--- src/rtl/mp_add_sequencer.sv ---
// ---------------------------------------------------------------------------
// mp_add_sequencer
// Multi-precision add/subtract of up to 4 x 64-bit limbs. A single 64-bit
// prefix adder is reused once per limb, least-significant limb first, with
// the carry held in a register between limbs.
//
// Ports
//   clk        : clock, all state updates on the rising edge
//   rst        : synchronous active-high reset
//   in_valid   : request present
//   in_ready   : request accepted when in_valid && in_ready on an edge
//   op_a, op_b : 256-bit operands, limb 0 = bits [63:0]
//   sub        : 0 = A+B, 1 = A-B
//   nlimbs     : active limb count minus 1
//   out_valid  : result present
//   out_ready  : result consumed when out_valid && out_ready on an edge
//   sum        : result, limbs above nlimbs read 0
//   carry_out  : carry out of the top active limb (sub: 1 = no borrow)
//   ovf        : signed overflow at the top active limb's MSB
//   busy       : operation in progress or result waiting
// ---------------------------------------------------------------------------
module mp_add_sequencer #(
    parameter int LIMBS = 4
) (
    input  logic         clk,
    input  logic         rst,
    input  logic         in_valid,
    output logic         in_ready,
    input  logic [255:0] op_a,
    input  logic [255:0] op_b,
    input  logic         sub,
    input  logic [1:0]   nlimbs,
    output logic         out_valid,
    input  logic         out_ready,
    output logic [255:0] sum,
    output logic         carry_out,
    output logic         ovf,
    output logic         busy
);

    typedef enum logic [1:0] {IDLE, RUN, DONE} state_t;

    state_t         state_q, state_d;
    logic [255:0]   a_q, a_d;
    logic [255:0]   b_q, b_d;
    logic [1:0]     nlimbs_q, nlimbs_d;
    logic [1:0]     idx_q, idx_d;
    logic           carry_q, carry_d;
    logic [255:0]   sum_q, sum_d;
    logic           carry_out_q, carry_out_d;
    logic           ovf_q, ovf_d;

    logic [63:0]    add_a, add_b, add_s;
    logic           add_cout;

    // Operand limb selected by the running index; bit offset = idx * 64.
    assign add_a = a_q[{idx_q, 6'b0} +: 64];
    assign add_b = b_q[{idx_q, 6'b0} +: 64];

    top_module_ladner64 u_adder (
        .a    (add_a),
        .b    (add_b),
        .cin  (carry_q),
        .s    (add_s),
        .cout (add_cout)
    );

    always_comb begin
        state_d     = state_q;
        a_d         = a_q;
        b_d         = b_q;
        nlimbs_d    = nlimbs_q;
        idx_d       = idx_q;
        carry_d     = carry_q;
        sum_d       = sum_q;
        carry_out_d = carry_out_q;
        ovf_d       = ovf_q;
        case (state_q)
            IDLE: begin
                if (in_valid) begin
                    state_d     = RUN;
                    a_d         = op_a;
                    // Subtraction is A + ~B + 1: invert B here, inject the
                    // +1 as the initial carry.
                    b_d         = sub ? ~op_b : op_b;
                    nlimbs_d    = nlimbs;
                    carry_d     = sub;
                    idx_d       = 2'd0;
                    sum_d       = '0;
                    carry_out_d = 1'b0;
                    ovf_d       = 1'b0;
                end
            end
            RUN: begin
                sum_d[{idx_q, 6'b0} +: 64] = add_s;
                carry_d = add_cout;
                if (idx_q == nlimbs_q) begin
                    state_d     = DONE;
                    carry_out_d = add_cout;
                    ovf_d       = (add_a[63] == add_b[63]) && (add_s[63] != add_a[63]);
                    // Park the index at 0 so it never wraps past the top limb.
                    idx_d       = 2'd0;
                end else begin
                    idx_d = idx_q + 2'd1;
                end
            end
            DONE: begin
                if (out_ready) begin
                    state_d = IDLE;
                end
            end
            default: state_d = IDLE;
        endcase
    end

    always_ff @(posedge clk) begin
        if (rst) begin
            state_q     <= IDLE;
            a_q         <= '0;
            b_q         <= '0;
            nlimbs_q    <= 2'd0;
            idx_q       <= 2'd0;
            carry_q     <= 1'b0;
            sum_q       <= '0;
            carry_out_q <= 1'b0;
            ovf_q       <= 1'b0;
        end else begin
            state_q     <= state_d;
            a_q         <= a_d;
            b_q         <= b_d;
            nlimbs_q    <= nlimbs_d;
            idx_q       <= idx_d;
            carry_q     <= carry_d;
            sum_q       <= sum_d;
            carry_out_q <= carry_out_d;
            ovf_q       <= ovf_d;
        end
    end

    assign in_ready  = (state_q == IDLE) && !rst;
    assign out_valid = (state_q == DONE);
    assign busy      = (state_q != IDLE);
    assign sum       = sum_q;
    assign carry_out = carry_out_q;
    assign ovf       = ovf_q;

endmodule

// ---------------------------------------------------------------------------
// top_module_ladner64
// 64-bit Ladner-Fischer (divide-and-conquer) parallel-prefix adder.
// Ports: a, b operands; cin carry in; s sum; cout carry out of bit 63.
// The carry-in is folded into the bit-0 generate so the prefix tree output
// at bit i is directly the carry into bit i+1.
// ---------------------------------------------------------------------------
module top_module_ladner64 (
    input  logic [63:0] a,
    input  logic [63:0] b,
    input  logic        cin,
    output logic [63:0] s,
    output logic        cout
);

    logic [63:0]      hp, hg;
    logic [6:0][63:0] g_l;
    logic [5:0][63:0] p_l;

    assign hp     = a ^ b;
    assign hg     = a & b;
    assign g_l[0] = {hg[63:1], hg[0] | (hp[0] & cin)};
    assign p_l[0] = hp;

    // Level gi: every bit whose bit gi is set merges with the last bit of
    // the preceding 2^gi-wide block.
    genvar gi, gj;
    generate
        for (gi = 0; gi < 6; gi++) begin : g_level
            for (gj = 0; gj < 64; gj++) begin : g_bit
                localparam int J_IDX = ((gj >> gi) << gi) - 1;
                if (((gj >> gi) & 1) == 1) begin : g_merge
                    assign g_l[gi+1][gj] = g_l[gi][gj] | (p_l[gi][gj] & g_l[gi][J_IDX]);
                    if (gi < 5) begin : g_pm
                        assign p_l[gi+1][gj] = p_l[gi][gj] & p_l[gi][J_IDX];
                    end
                end else begin : g_pass
                    assign g_l[gi+1][gj] = g_l[gi][gj];
                    if (gi < 5) begin : g_pp
                        assign p_l[gi+1][gj] = p_l[gi][gj];
                    end
                end
            end
        end
    endgenerate

    assign s    = hp ^ {g_l[6][62:0], cin};
    assign cout = g_l[6][63];

endmodule
--- config.mk ---
export PLATFORM = sky130hd
export DESIGN_NAME = mp_add_sequencer
export DESIGN_NICKNAME = d
export VERILOG_FILES = /design/src/rtl/mp_add_sequencer.sv
export SDC_FILE = /design/constraint.sdc
export NUM_CORES = 2
export LEC_CHECK = 0
export BUFFER_PORTS_ARGS = -buffer_cell sky130_fd_sc_hd__buf_4
export CAP_MARGIN = 20
export CORE_AREA = 2 2 306 308
export DETAILED_ROUTE_END_ITERATION = 6
export DIE_AREA = 0 0 308 310
export SYNTH_ARGS = -nofsm -noshare
export SYNTH_HDL_FRONTEND = slang
export SYNTH_HIERARCHICAL = 1
export SYNTH_SLANG_ARGS = --single-unit
--- constraint.sdc ---
create_clock -name clk -period 8.8 [get_ports clk]
set_input_delay 0.88 -clock clk [delete_from_list [all_inputs] [get_ports clk]]
set_output_delay 0.88 -clock clk [all_outputs]
set_load 0.03 [all_outputs]
## Word level (Yosys, flattened, before mapping)

Index checks and enable logic that the tools add are counted.

- Output and inout bits: 261
- Memory bits (writable): 0
- Bits in registers: 777
- Bits of input ports: 519
- Memories: 0
- ROM bits: 0
- Bits in latches: 0
- Logic and storage cells: 570

- Multiply operators: 0
- Add/subtract/negate cells: 2
- Eq/ne operators: 8
- $lt $le $gt $ge: 0
- Multiplexer cells: 18
- Bitwise logic cells: 519
- Reductions and logical operators: 10
- Divide/modulo/power cells: 0
- Shift-type cells: 4

Operator list:

| cell | count |
|---|---|
| two-way mux 256 bit | 2 |
| one-hot mux 256 bit (2 select lines) | 1 |
| indexed part select 256 x 9 -> 64 bit | 2 |
| AND 1 bit | 322 |
| bitwise mux 256 bit | 1 |
| NOT 256 bit | 1 |
| variable shift 64 x 10 -> 256 bit (first input constant) | 1 |
| indexed part select 64 x 10 -> 256 bit | 1 |
| OR 1 bit | 193 |
| XOR 64 bit | 2 |
| AND 64 bit | 1 |
| two-way mux 2 bit | 5 |
| negator 8 -> 10 bit | 1 |
| one-hot mux 1 bit (2 select lines) | 3 |
| one-hot mux 2 bit (3 select lines) | 1 |
| AND reduction 3 bit | 2 |
| two-way mux 1 bit | 4 |
| != test 2 bit (second input constant) | 2 |
| one-hot mux 2 bit (2 select lines) | 1 |
| AND reduction 2 bit | 2 |
| nonzero test 2 bit | 2 |
| adder 2 x 1 -> 2 bit (second input constant) | 1 |
| == test 2 x 1 -> 1 bit (second input constant) | 1 |
| == test 2 bit | 1 |
| 7 further kinds | 8 |

## Depth between registers and ports, before layout

- Depth after elaboration: 21
- Depth in mapped cells: 20
- Mapped depth without buffers: 17

## By module

The synthesis kept the hierarchy.

By module, submodules not included:

| module | area each (µm²) | cells an instance | instances |
|---|---|---|---|
| mp_add_sequencer | 31,521.5 | 3,323 | 1 |
| top_module_ladner64 | 3,036.7 | 409 | 1 |

## Worst setup path after synthesis

OpenSTA, ideal clock, no wires.

- Kind: reg-to-reg
- From: register idx_q[0]
- To: register ovf_q, in the netlist ovf
- Clock period less this slack: 4,342 ps
- Stages on the path, launching flop included: 21
- Setup slack: 4,458 ps
- Buffers on the path: 3
- Data arrival time: 4,254 ps
- Path through: dfxtp_1 > buf_4 > clkbuf_1 > buf_2 > mux4_2 > inv_1 > fa_1 > inv_1 > fa_1 > a211oi_1 > o21ai_2 > a21boi_2 > o41ai_4 > a21oi_1 > o21ai_2 > o21ai_2 > o221a_1 > inv_1 > nor3_1 > nor2_1 > o31ai_1

- Longest elaborated chain between the ends: 21
- Elaborated cells on any way between the ends: 195
- Those cells by class: eq/ne: 4; shift: 2; mux: 2; bitwise: 185; reduce/logical: 2

Ends and longest elaborated chain:

| element | RTL line | source |
|---|---|---|
| start: declaration | 47 | `logic [1:0] idx_q, idx_d;` |
| start signal: assignment | 132 | `idx_q <= idx_d;` |
| indexed part select 256 x 9 -> 64 bit (*) | 57 | `assign add_a = a_q[{idx_q, 6'b0} +: 64];` |
| via add_a[0] | 53 | `logic [63:0] add_a, add_b, add_s;` |
| XOR 64 bit | 168 | `assign hp = a ^ b;` |
| AND 1 bit | 170 | `assign g_l[0] = {hg[63:1], hg[0] \| (hp[0] & cin)};` |
| OR 1 bit (*) | 170 |  |
| AND 1 bit (*) | 181 | `assign g_l[gi+1][gj] = g_l[gi][gj] \| (p_l[gi][gj] & g_l[gi][J_IDX]);` |
| OR 1 bit (*) | 181 |  |
| AND 1 bit (*) | 181 |  |
| [7 not listed] | n/a |  |
| AND 1 bit (*) | 181 |  |
| OR 1 bit (*) | 181 |  |
| XOR 64 bit (*) | 195 | `assign s = hp ^ {g_l[6][62:0], cin};` |
| via add_s[63] | 53 |  |
| != test 1 bit (*) | 100 | `ovf_d = (add_a[63] == add_b[63]) && (add_s[63] != add_a[63]);` |
| logical AND 1 bit (*) | 100 |  |
| two-way mux 1 bit (*) | 97 | `if (idx_q == nlimbs_q) begin` |
| one-hot mux 1 bit (2 select lines) (*) | 78 | `case (state_q)` |
| end signal: assignment | 136 | `ovf_q <= ovf_d;` |
| end: declaration | 51 | `logic ovf_q, ovf_d;` |

The timed path passes the listed nets; every way through them passes the cells marked *. The select of a mux whose other input is x is not followed.
A chain may end at the register's enable or synchronous reset.

## Final worst setup path

- From: register idx_q[1]
- To: register ovf_q, in the netlist ovf

- Elaborated cells on any way between the ends: 195
- Those cells by class: eq/ne: 4; shift: 2; mux: 2; bitwise: 185; reduce/logical: 2

RTL lines:

| element | RTL line | source |
|---|---|---|
| indexed part select 256 x 9 -> 64 bit (*) | 58 | `assign add_b = b_q[{idx_q, 6'b0} +: 64];` |
| via add_b[17] | 53 |  |
| XOR 64 bit | 168 |  |
| AND 1 bit | 181 |  |
| OR 1 bit | 181 |  |
| AND 1 bit | 181 |  |
| OR 1 bit | 181 |  |
| AND 1 bit | 181 |  |
| [4 not listed] | n/a |  |
| AND 1 bit (*) | 181 |  |
| OR 1 bit (*) | 181 |  |
| XOR 64 bit (*) | 195 |  |
| via add_s[63] | 53 |  |
| != test 1 bit (*) | 100 |  |
| logical AND 1 bit (*) | 100 |  |
| two-way mux 1 bit (*) | 97 |  |
| one-hot mux 1 bit (2 select lines) (*) | 78 |  |

Marked as above.

==> impl_metrics.yaml <==
place:
  dp_hpwl_um: 88900
  place.gp.congestion: 0.862
  port_buffers: 779
synth:
  ys_seq_area_frac: 0.450
  yosys-top-cells-area: "dfxtp_1 45%, mux4_2 8.3%, xnor2_1 7.3%"
  synth_cell_types: 71
  yosysTopAreaCell: "dfxtp_1"
  synth_top_area_frac: 0.450
  synth_top_flop_cell: "dfxtp_1"
  synth_nets: 4325
  yosys_register_bits: 777
  syn_inst: 3732
  yosysWarningCount: 6
  synthArstFlopShare: 0
  syn-cell-area_mm2: 0.0346
  synth_edf_count: 0
  syn_area_per_cell_um2: 9.26
timing:
  finalSetupTns_ns: 0
  report.final.slew_viol_count: 0
  hold_viol: 0
  finalHoldWorstSlack_ns: 0.451
  fmax_ghz: 0.176
  rsz0062_at_grt: "false"
  finalClockSkew_ns: 0.0268
  period_needed_ns: 5.69
  finalSetupViolCount: 0
  timing.final.crit_share: 0.647
  worst_pin_slew_ns: 1.15
  max_slew_margin: 0.230
detailed_routing:
  routedWlPerCell_um: 22.1
  ant_nets: 0
  dr.pass1.iters: 7
  drt-total-wl_um: 124000
  initialDrtViolationCount: 2559
  drc: 2
  routed_via_density: 5.34
  via_count: 29900
final_layout:
  drive_gt1_frac: 0.254
  final_nets: 4917
  final_util: 0.474
  area_growth_pct: 26.8
  fill_cells: 9007
global_routing:
  grt_pass1_wl_um: 180000
  grt_max_degree: 262
  grt-ovfl-total: 0
  grt_pass1_vias: 27700
  antenna_found_initial: 31
  gr-usage-all-layers: 0.248
cts:
  cts_sinks: 777
  post_cts_buffers: 0
  clk_transition_reported_paths_ns: 0.06
  cts_buffer_depth: 3
  cts-htree-levels: 3
  hold_buffers: 0
  clk-insertion-delay-late_ns: 0.65
  numCtsBuffers: 88
  post_cts_resized: 0
  cts_tree: "done"
  cts_root_buf: "clkbuf_16"
setup_path:
  crit_fanout: 43
  end_kind: "flop"
  worstSetupPathType: "flop to flop"
  reg2reg_depth: 16
  r2r_end: "ovf"
  cp-start-kind: "flop"
  reg2reg_from: "idx_q[1]"
  slowest_stage: "dfxtp_4"
  worstSetupEndpoint: "ovf"
  path_cells: "buf_4, buf_4, mux4_2, ha_1, a21oi_1, o21ai_1, a22oi_1, nor4_1, a21oi_1, o21ai_2, o211a_1, o221a_1, inv_1, nor3_1, nor2_1, o31ai_1"
  required_ns: 9.35
  slowest_delay_ns: 0.86
  worstPathArrival_ns: 6.25
  r2r_setup_slack_ns: 3.11
  startpoint: "idx_q[1]"
power_and_ir_drop:
  p_int_w: 0.00662
  seqPwrFrac: 0.419
  ir_drop_uv: 127
  leakage_nw: 17.3
  pwr-share-clk: 0.406
  net-switching-power_w: 0.00264
  power.density_mw_per_mm2: 211
  power_frac_comb: 0.175
  power_switching_share: 0.285
floorplanning:
  fp.dieH_um: 310
  num_rows: 112
  dieArea_mm2: 0.0955
  initial_core_util: 0.374
  coreArea_mm2: 0.0925
  die_w_um: 308
  ios: 780
outcome:
  status: "finished, violations left"
  failed_checks: "DRC"
min_path:
  hp-class: "flop to flop"
job:
  drv_cap: 0
power groups by stage:
| stage | combinational [W] | clock, W | sequential (W) |
|---|---|---|---|
| 6_report | 0.00162 | 0.00376 | 0.00388 |
| 5_1_grt | 0.00176 | 0.00398 | 0.00390 |
| 4_1_cts | 0.00161 | 0.00383 | 0.00388 |
| 3_5_place_dp | 0.00161 | 0 | 0.00395 |
| 3_3_place_gp | 0.00160 | 0 | 0.00395 |
| 2_1_floorplan | 0.000989 | 0 | 0.00394 |
cells in the final DEF, fill, tap and decap left out, types with 5 or more instances in the layout:
cell type	synthesis	final
a211oi_1	258	258
a21o_1	11	11
a21oi_1	301	298
a22oi_1	259	259
a31oi_1	7	7
and2_1	7	7
buf_4	1	812
bufinv_16	0	5
clkbuf_1	153	24
clkbuf_16	0	90
clkbuf_8	0	23
clkinv_2	0	10
dfxtp_1	777	775
diode_2	0	16
fa_1	7	7
ha_1	67	67
inv_1	34	34
mux4_2	128	128
nand2_1	547	546
nand3_1	15	15
nand4_1	8	8
nor2_1	553	553
nor2b_1	5	5
nor3_1	18	18
nor4_1	6	6
o211ai_1	7	7
o21a_1	5	5
o21ai_0	17	17
xnor2_1	288	288
xor2_1	12	12
Yosys cell counts (4+ instances only):
cell	number
dfxtp_1	777
nor2_1	553
nand2_1	547
a21oi_1	301
xnor2_1	288
a22oi_1	259
a211oi_1	258
clkbuf_1	153
buf_2	135
mux4_2	128
ha_1	67
inv_1	34
buf_6	19
nor3_1	18
o21ai_0	17
nand3_1	15
xor2_1	12
a21o_1	11
nand4_1	8
a31oi_1	7
and2_1	7
buf_1	7
fa_1	7
o211ai_1	7
nor4_1	6
nor2b_1	5
o21a_1	5
and3_1	4
nand2b_1	4
o21ai_2	4
or2_2	4
or3_1	4
registers in the layout, indices dropped and copies added (netlist names):
register,flops
nlimbs_q,2
a_q,256
idx_q,2
b_q,256
carry_q,1
sum,256
carry_out,1
state_q,2
ovf,1
how the worst min path moves through the flow:
stage / startpoint / to / slack (ns) / cells after the start
after global routing: op_a[51] / a_q[51] / 0.45 / 3
after detailed placement: a_q[170] / a_q[170] / 0.45 / 2
after CTS: op_a[181] / a_q[181] / 0.43 / 3
after global placement: a_q[138] / a_q[138] / 0.44 / 2
after floorplan: a_q[128] / a_q[128] / 0.43 / 2
final: a_q[193] / a_q[193] / 0.45 / 2
final cells by class:
| class | instances | area, um2 | area share |
|---|---|---|---|
| antenna | 16 | 40.0 | 0.000914 |
| sequential | 777 | 15600 | 0.355 |
| clock buffer | 137 | 2660 | 0.0607 |
| tap | 1197 | 1500 | 0.0342 |
| multi-input combinational | 2606 | 17400 | 0.398 |
| inverter | 34 | 128 | 0.00291 |
| clock inverter | 24 | 309 | 0.00705 |
| timing repair buffer | 817 | 6190 | 0.141 |
logic make-up after synthesis:
kind of cell	count (synthesis)	share of synthesized area
AOI/OAI and AO/OA	915	0.179
xor gates and xnor gates	300	0.0760
adders and majority gates	74	0.0283
buffers and inverters	349	0.0470
DFF	777	0.450
muxes	128	0.0834
and+or+nand+nor	1189	0.136
per-layer routing:
metal | global-route usage | part of all wire | wire length (um)
met5 | 0 | 0.0012 | 148
met4 | 0.0820 | 0.027 | 3360
met2 | 0.379 | 0.44 | 55100
met3 | 0.0534 | 0.081 | 10100
met1 | 0.347 | 0.45 | 55500
critical path: cells and delay by family, from the launching register on:
family | cells | cell delay [ns]
fa+ha+maj | 1 | 0.36
mux | 1 | 0.40
simple gates | 3 | 0.85
compound gates | 8 | 1.96
buf+inv | 3 | 1.12
flops | 1 | 0.86
metrics by stage:
stage / power (W) / worst slack (ns) / std cells / area [um2]
final: 0.00925 / 3.11 / 5608 / 43800
after floorplan: 0.00492 / 4.46 / 3732 / 34600
after global routing: 0.00964 / 2.75 / 5605 / 43800
after global placement: 0.00554 / 3.21 / 5430 / 40800
after detailed placement: 0.00556 / 3.09 / 5430 / 40800
after CTS: 0.00932 / 3.04 / 5591 / 43800
Note: power is estimated with default switching activity, not from simulation.
